--- src/rtl/uart_tx_controller_if.sv ---
// ---------------------------------------------------------------------------
// uart_tx_controller_if
// Byte handshake between an upstream producer and uart_tx_controller.
//   tx_valid_i : producer has a byte to send
//   tx_data_i  : byte to send (DATA_BITS wide), sampled only on accept
//   tx_ready_o : controller can accept a byte
// Modports: master = producer side, slave = controller side.
// ---------------------------------------------------------------------------
interface uart_tx_controller_if #(
    parameter int DATA_BITS = 8
);
    logic                 tx_valid_i;
    logic [DATA_BITS-1:0] tx_data_i;
    logic                 tx_ready_o;

    modport master (
        output tx_valid_i,
        output tx_data_i,
        input  tx_ready_o
    );

    modport slave (
        input  tx_valid_i,
        input  tx_data_i,
        output tx_ready_o
    );
endinterface

--- src/rtl/uart_tx_controller.sv ---
// ---------------------------------------------------------------------------
// uart_tx_controller
// Sequencer in front of the UART transmit output mux. Accepts a byte over a
// valid/ready handshake, shifts it out LSB-first through a PISO register and
// steers the mux through start, data, (parity) and stop bits, each held for
// CLKS_PER_BIT clocks.
//
// Ports:
//   clk          system clock, rising edge
//   n_rst        asynchronous active-low reset
//   bus (slave)  tx_valid_i / tx_data_i / tx_ready_o handshake
//   select_o     mux select: 00 start, 01 data, 10 parity, 11 stop/idle
//   piso_o       current data bit (shift register bit 0)
//   parity_o     parity of the latched byte
//   start_bit_o  constant 0
//   stop_bit_o   constant 1
//   busy_o       frame in progress
//   tx_done_o    one-cycle pulse on the final STOP cycle
//
// Build option: define UART_TX_PARITY_EN to include the parity bit. Without
// it the frame goes DATA -> STOP, parity_o is 0 and PARITY_ODD has no effect.
// ---------------------------------------------------------------------------
module uart_tx_controller #(
    parameter int CLKS_PER_BIT = 868,
    parameter int DATA_BITS    = 8,
    parameter int PARITY_ODD   = 0
) (
    input  logic                  clk,
    input  logic                  n_rst,
    uart_tx_controller_if.slave   bus,
    output logic [1:0]            select_o,
    output logic                  piso_o,
    output logic                  parity_o,
    output logic                  start_bit_o,
    output logic                  stop_bit_o,
    output logic                  busy_o,
    output logic                  tx_done_o
);
    localparam int BAUD_W = (CLKS_PER_BIT > 1) ? $clog2(CLKS_PER_BIT) : 1;
    localparam int BIT_W  = $clog2(DATA_BITS);
    localparam logic [BAUD_W-1:0] BAUD_LAST = BAUD_W'(CLKS_PER_BIT - 1);
    localparam logic [BIT_W-1:0]  BIT_LAST  = BIT_W'(DATA_BITS - 1);

    // Reject illegal configurations at elaboration time.
    if (CLKS_PER_BIT < 2) begin : g_bad_cpb
        $error("uart_tx_controller: CLKS_PER_BIT must be >= 2");
    end
    if (DATA_BITS < 5 || DATA_BITS > 9) begin : g_bad_db
        $error("uart_tx_controller: DATA_BITS must be 5..9");
    end
    if (PARITY_ODD != 0 && PARITY_ODD != 1) begin : g_bad_par
        $error("uart_tx_controller: PARITY_ODD must be 0 or 1");
    end

    typedef enum logic [2:0] {
        S_IDLE,
        S_START,
        S_DATA,
`ifdef UART_TX_PARITY_EN
        S_PARITY,
`endif
        S_STOP
    } state_t;

    state_t                r_state;
    state_t                w_next_state;
    logic [BAUD_W-1:0]     r_baud_cnt;
    logic [BIT_W-1:0]      r_bit_cnt;
    logic [DATA_BITS-1:0]  r_shift;
    logic                  w_bit_end;
    logic                  w_accept;
    logic                  w_ready;

    assign w_bit_end   = (r_baud_cnt == BAUD_LAST);
    // Ready is only high in IDLE, so accept implies IDLE.
    assign w_accept    = w_ready && bus.tx_valid_i;
    assign bus.tx_ready_o = w_ready;
    assign piso_o      = r_shift[0];
    assign start_bit_o = 1'b0;
    assign stop_bit_o  = 1'b1;

    always_ff @(posedge clk or negedge n_rst) begin
        if (!n_rst) begin
            r_state <= S_IDLE;
        end else begin
            r_state <= w_next_state;
        end
    end

    always_comb begin
        w_next_state = r_state;
        select_o     = 2'b11;
        w_ready      = 1'b0;
        busy_o       = 1'b1;
        tx_done_o    = 1'b0;
        case (r_state)
            S_IDLE: begin
                w_ready = 1'b1;
                busy_o  = 1'b0;
                if (bus.tx_valid_i) begin
                    w_next_state = S_START;
                end
            end
            S_START: begin
                select_o = 2'b00;
                if (w_bit_end) begin
                    w_next_state = S_DATA;
                end
            end
            S_DATA: begin
                select_o = 2'b01;
                if (w_bit_end && (r_bit_cnt == BIT_LAST)) begin
`ifdef UART_TX_PARITY_EN
                    w_next_state = S_PARITY;
`else
                    w_next_state = S_STOP;
`endif
                end
            end
`ifdef UART_TX_PARITY_EN
            S_PARITY: begin
                select_o = 2'b10;
                if (w_bit_end) begin
                    w_next_state = S_STOP;
                end
            end
`endif
            S_STOP: begin
                select_o = 2'b11;
                if (w_bit_end) begin
                    tx_done_o    = 1'b1;
                    w_next_state = S_IDLE;
                end
            end
            default: begin
                w_next_state = S_IDLE;
            end
        endcase
    end

    // Baud/bit counters and the PISO register. The baud counter rests at 0
    // in IDLE so every state after accept lasts exactly CLKS_PER_BIT cycles.
    always_ff @(posedge clk or negedge n_rst) begin
        if (!n_rst) begin
            r_baud_cnt <= '0;
            r_bit_cnt  <= '0;
            r_shift    <= '0;
        end else if (w_accept) begin
            r_baud_cnt <= '0;
            r_bit_cnt  <= '0;
            r_shift    <= bus.tx_data_i;
        end else if (r_state != S_IDLE) begin
            r_baud_cnt <= w_bit_end ? '0 : r_baud_cnt + 1'b1;
            if (r_state == S_DATA && w_bit_end) begin
                r_shift   <= r_shift >> 1;
                r_bit_cnt <= (r_bit_cnt == BIT_LAST) ? '0 : r_bit_cnt + 1'b1;
            end
        end
    end

`ifdef UART_TX_PARITY_EN
    logic r_parity;

    // Parity is captured once per accept and held for the whole frame.
    always_ff @(posedge clk or negedge n_rst) begin
        if (!n_rst) begin
            r_parity <= 1'b0;
        end else if (w_accept) begin
            r_parity <= (^bus.tx_data_i) ^ 1'(PARITY_ODD);
        end
    end

    assign parity_o = r_parity;
`else
    assign parity_o = 1'b0;
`endif

endmodule

--- src/flat_wrapper.sv ---
// flat-port wrapper written by rule: the top's interface ports become plain ports
module uart_tx_controller_flat 
#(
    parameter int CLKS_PER_BIT = 868,
    parameter int DATA_BITS    = 8,
    parameter int PARITY_ODD   = 0
)
  (clk, n_rst, select_o, piso_o, parity_o, start_bit_o, stop_bit_o, busy_o, tx_done_o, bus_tx_valid_i, bus_tx_data_i, bus_tx_ready_o);
  uart_tx_controller_if #(.DATA_BITS(DATA_BITS)) bus_i ();
  input  logic clk;
  input  logic n_rst;
  output logic [1:0] select_o;
  output logic piso_o;
  output logic parity_o;
  output logic start_bit_o;
  output logic stop_bit_o;
  output logic busy_o;
  output logic tx_done_o;
  input wire logic [$bits(bus_i.tx_valid_i)-1:0] bus_tx_valid_i;
  input wire logic [$bits(bus_i.tx_data_i)-1:0] bus_tx_data_i;
  output wire logic [$bits(bus_i.tx_ready_o)-1:0] bus_tx_ready_o;
  assign bus_i.tx_valid_i = bus_tx_valid_i;
  assign bus_i.tx_data_i = bus_tx_data_i;
  assign bus_tx_ready_o = bus_i.tx_ready_o;
  uart_tx_controller #(.CLKS_PER_BIT(CLKS_PER_BIT), .DATA_BITS(DATA_BITS), .PARITY_ODD(PARITY_ODD)) u_core (.clk(clk), .n_rst(n_rst), .bus(bus_i), .select_o(select_o), .piso_o(piso_o), .parity_o(parity_o), .start_bit_o(start_bit_o), .stop_bit_o(stop_bit_o), .busy_o(busy_o), .tx_done_o(tx_done_o));
endmodule
--- config.mk ---
export PLATFORM = sky130hd
export DESIGN_NAME = uart_tx_controller_flat
export DESIGN_NICKNAME = d
export VERILOG_FILES = /design/src/rtl/uart_tx_controller_if.sv /design/src/rtl/uart_tx_controller.sv /design/src/flat_wrapper.sv
export SDC_FILE = /design/constraint.sdc
export NUM_CORES = 1
export LEC_CHECK = 0
export BUFFER_PORTS_ARGS = -buffer_cell sky130_fd_sc_hd__clkbuf_2
export CORE_MARGIN = 10
export CORE_UTILIZATION = 35
export DETAILED_ROUTE_END_ITERATION = 10
export GPL_TIMING_DRIVEN = 1
export PLACE_DENSITY = 0.53
export SLEW_MARGIN = 40
export SYNTH_ARGS = -nofsm -noshare
export SYNTH_HDL_FRONTEND = slang
export SYNTH_SLANG_ARGS = --single-unit
--- constraint.sdc ---
create_clock -name clk -period 6 [get_ports clk]
set_input_delay 0.9 -clock clk [delete_from_list [all_inputs] [get_ports clk]]
set_output_delay 0.9 -clock clk [all_outputs]
set_load 0.02 [all_outputs]
Word-level counts from Yosys, hierarchy flattened
Cells that the tools add are included.
{"block": "op_classes", "n_mux": 20, "eq_ne": 9, "add_sub_neg": 2, "reduce_logical": 9}
{"cell": "2-to-1 mux 10 bit", "n": 3}
{"cell": "2-to-1 mux 3 bit", "n": 8}
{"cell": "2-to-1 mux 8 bit", "n": 3}
{"cell": "one-hot mux 3 bit (4 select lines)", "n": 1}
{"cell": "adder 10 x 1 -> 10 bit, second input constant", "n": 1}
{"cell": "== test 10 bit, second input constant", "n": 1}
{"cell": "== test 3 x 2 -> 1 bit, second input constant", "n": 2}
{"cell": "!= test 2 x 1 -> 1 bit, second input constant", "n": 3}
{"cell": "2-to-1 mux 1 bit", "n": 4}
{"cell": "one-hot mux 2 bit (2 select lines)", "n": 1}
{"cell": "AND reduction 4 bit", "n": 1}
{"cell": "nonzero test 2 bit", "n": 2}
{"cell": "adder 3 x 1 -> 3 bit, second input constant", "n": 1}
{"cell": "== test 3 x 1 -> 1 bit, second input constant", "n": 1}
{"cell": "== test 3 bit, second input constant", "n": 1}
{"cell": "logical AND 1 bit", "n": 3}
{"cell": "zero test 3 bit", "n": 1}
{"cell": "nonzero test 3 bit", "n": 1}
{"cell": "!= test 2 bit, second input constant", "n": 1}
{"cell": "AND reduction 2 bit", "n": 1}
{"block": "word_totals", "register_bits": 24, "elab_cells": 44, "in_bits": 11}

Depth between registers and ports, before layout
{"block": "logic_depth", "ltp_word": 5, "mapped_depth": 7, "depth_no_buf": 6}

Least setup slack after synthesis
OpenSTA, ideal clock, no wires.
{"block": "synth_path", "path_kind": "flip-flop to output port", "startpoint": "register u_core.r_baud_cnt[3]", "endpoint": "output port tx_done_o", "slack_ps": 3671, "path_stages_with_launch": 4, "path_buffers": 0, "t_arrival_ps": 1429, "path_cell_list": "dfrtp_1 -> or4b_4 -> nor3_4 -> and2_2"}
{"block": "synth_via", "elab_chain_cells": 3}
{"element": "start, declared", "line": "uart_tx_controller.sv:67", "rtl": "logic [BAUD_W-1:0] r_baud_cnt;"}
{"element": "start signal, assigned", "line": "uart_tx_controller.sv:153", "rtl": "r_baud_cnt <= w_bit_end ? '0 : r_baud_cnt + 1'b1;"}
{"element": "== test 10 bit", "line": "uart_tx_controller.sv:74", "rtl": "assign w_bit_end = (r_baud_cnt == BAUD_LAST);"}
{"element": "2-to-1 mux 1 bit", "line": "uart_tx_controller.sv:130", "rtl": "if (w_bit_end) begin"}
{"element": "2-to-1 mux 1 bit", "line": "uart_tx_controller.sv:96", "rtl": "case (r_state)"}
{"element": "end, declared", "line": "flat_wrapper.sv:18", "rtl": "output logic tx_done_o;"}
No other way between the ends.

Final worst setup path
Same ends and word-level chain as after synthesis.

==> impl_metrics.env <==
export IMPL_yosysTopAreaCellShare_pct=41.9
export IMPL_num_io_pins=20
export IMPL_grt_first_pass_wirelength_um=4770
export IMPL_setup_viol=0
export IMPL_drt_iter0_markers=72
export IMPL_syn2layout_area_growth_pct=10.8
export IMPL_max_cap_viol_count=0
export IMPL_layout_commonest_cell="dfrtp_1"
export IMPL_cp_slowest_stage_delay_ps=580
export IMPL_cts_setup_buffers=0
export IMPL_tns_ps=0
export IMPL_path_cells="or4b_4 > nor3_4 > and2_2 > clkbuf_2"
export IMPL_status="finished clean"
export IMPL_cts_max_path_buffers=2
export IMPL_io_buffers=16
export IMPL_fmax_mhz=358
export IMPL_ys_types=40
export IMPL_ys_ff_latch=23
export IMPL_drt_pass1_iterations=4
export IMPL_die_area_um2=6830
export IMPL_rows=22
export IMPL_cts_hold_buf=0
export IMPL_start_kind="register"
export IMPL_path_class="register to primary output"
export IMPL_cp_slowest_cell="or4b_4"
export IMPL_final_layout_size_suffix_gt1_share_pct=24.8
export IMPL_cp_depth=4
export IMPL_synth_seq_area_share_pct=41.9
export IMPL_yosysWarningCount=0
export IMPL_remaining_drc_errors=0
export IMPL_gp_congestion=0.871
export IMPL_vdd_drop_max_mv=0.112
export IMPL_syn_avg_cell_area_um2=10.2
export IMPL_rsz0062_at_grt="false"
export IMPL_synth_area_um2=1370
export IMPL_cts_sinks=23
export IMPL_worstMarginPinSlew_ps=816
export IMPL_min_path_type="register to register"
export IMPL_fp_dieW_um=82.6
export IMPL_grt_usage_pct=8.93
export IMPL_synth_top_cells_by_area="dfrtp_1, mux2_4, ha_1"
export IMPL_crit_fanout=7
export IMPL_critPathRequiredTime_ps=5100
export IMPL_clock_skew_final_ps=9.33
export IMPL_synthArstFlopShare_pct=100
export IMPL_nets=168
export IMPL_dr_total_vias=1022
export IMPL_antenna_found_initial=0
export IMPL_report_final_hold_viol_count=0
export IMPL_vias_per_cell=5.19
export IMPL_p_leak_nw=0.706
export IMPL_drv_slew=0
export IMPL_fin_crit_sh_pct=46.6
export IMPL_yosysTopAreaCell="dfrtp_1"
export IMPL_cp_arrival_ps=1900
export IMPL_die_height_um=82.6
export IMPL_cts_made_buffers=3
export IMPL_grt_pass1_vias=1055
export IMPL_ctsResizeCount=0
export IMPL_wl_per_cell_um=14.5
export IMPL_cts_root_buf="clkbuf_8"
export IMPL_clk_latency_ps=270
export IMPL_dp_hpwl_um=2100
export IMPL_synth_cells=134
export IMPL_pre_cts_ws_ps=3490
export IMPL_initial_core_util_pct=36.9
export IMPL_wirelength_um=2860
export IMPL_ant_nets=0
export IMPL_antenna_cells=0
export IMPL_layout_common_cells="dfrtp_1, nand2_1, clkbuf_2"
export IMPL_period_needed_ps=2800
export IMPL_end_kind="primary output"
export IMPL_cts_tree="done"
export IMPL_coreArea_um2=3720
export IMPL_cts_max_level=1
export IMPL_reg2reg_depth=6
export IMPL_synth_main_ff_cell="dfrtp_1"
export IMPL_grt_ovfl_total=0
export IMPL_p_per_area_nw_per_um2=171
export IMPL_min_path_cells=1
export IMPL_grt_max_degree=24
export IMPL_crit_family="simple AND/OR/NAND/NOR gates"
export IMPL_path_clk_slew_ps=90
export IMPL_post_route_worst_setup_slack_ps=3200
export IMPL_relSlewSlack_pct=45.4
export IMPL_crit_buf_inv=1
export IMPL_synth_edf_count=0
[path summary, 6_finish.rpt]
check / slack (ps) / end / from
max: 3200 / tx_done_o / u_core.r_baud_cnt[3]
max reg2reg: 3670 / u_core.r_baud_cnt[7] / u_core.r_state[1]
min: 510 / u_core.r_shift[2] / u_core.r_shift[2]
max in group asynchronous: 4980 / u_core.r_baud_cnt[7] / n_rst
min in group asynchronous: 620 / u_core.r_shift[0] / n_rst
min reg2reg: 510 / u_core.r_shift[2] / u_core.r_shift[2]
[cell type report]
| class | count | area (µm²) |
|---|---|---|
| clock buffers | 3 | 41.3 |
| clock inverters | 1 | 5.00 |
| fillers | 385 | 2190 |
| inverters | 7 | 26.3 |
| multi-input cells | 99 | 733 |
| flip-flops and latches | 23 | 576 |
| well taps | 48 | 60.1 |
| repair buffers | 16 | 80.1 |
[registers in the layout (all words and copies together) (netlist names)]
name and count:
u_core.r_baud_cnt 10, u_core.r_shift 8, u_core.r_bit_cnt 3, u_core.r_state 2
[logic make-up (layout without fill, tap and decap cells)]
kind of cell	count (synthesis)	in the layout	synth area share, %
compound gates	21	21	9.94
xor+xnor	2	2	1.28
fa+ha+maj	7	7	6.38
buf+inv	13	27	4.92
flops	23	23	41.9
mux	16	16	14.8
other cells	2	3	0.547
simple gates	50	50	20.2
[stage by stage]
| step | util, % | cell area, µm² | hold WS [ps] | power, W | std cells |
|---|---|---|---|---|---|
| 3_3_place_gp | 39.7 | 1480 | 485 | 0.000166 | 193 |
| 6_report | 40.9 | 1520 | 515 | 0.000260 | 197 |
| 5_1_grt | 40.9 | 1520 | 536 | 0.000274 | 197 |
| 3_5_place_dp | 39.7 | 1480 | 491 | 0.000166 | 193 |
| 4_1_cts | 40.9 | 1520 | 518 | 0.000266 | 197 |
| 2_1_floorplan | - | 1380 | 474 | 0.000161 | 135 |
[Yosys cell counts (2+ instances only)]
cell and count:
nor2_1 4, a31oi_1 2, inv_1 7, conb_1 2, clkbuf_1 2, buf_4 3
nand3b_1 3, mux2_4 7, ha_1 7, o21ai_0 10, mux2_2 6, mux2i_1 3
nor4_1 3, and2_1 2, o2bb2ai_1 2, nand3_1 5, nor3_1 4, nand2_1 18
dfrtp_1 23
[where the power goes]
| group | switching [W] | internal, W |
|---|---|---|
| logic | 0.00000577 | 0.00000231 |
| registers | 0 | 0.000155 |
| clock network | 0.0000507 | 0.0000464 |
[routing by layer]
metal	wire, µm	vias to the layer above	track usage [%]
li1	-	503	-
met1	1260	492	10.3
met2	1370	22	14.2
met3	188	5	3.13
met4	50	0	4.85
met5	0	-	0
Note: power is estimated with default switching activity, not from simulation.
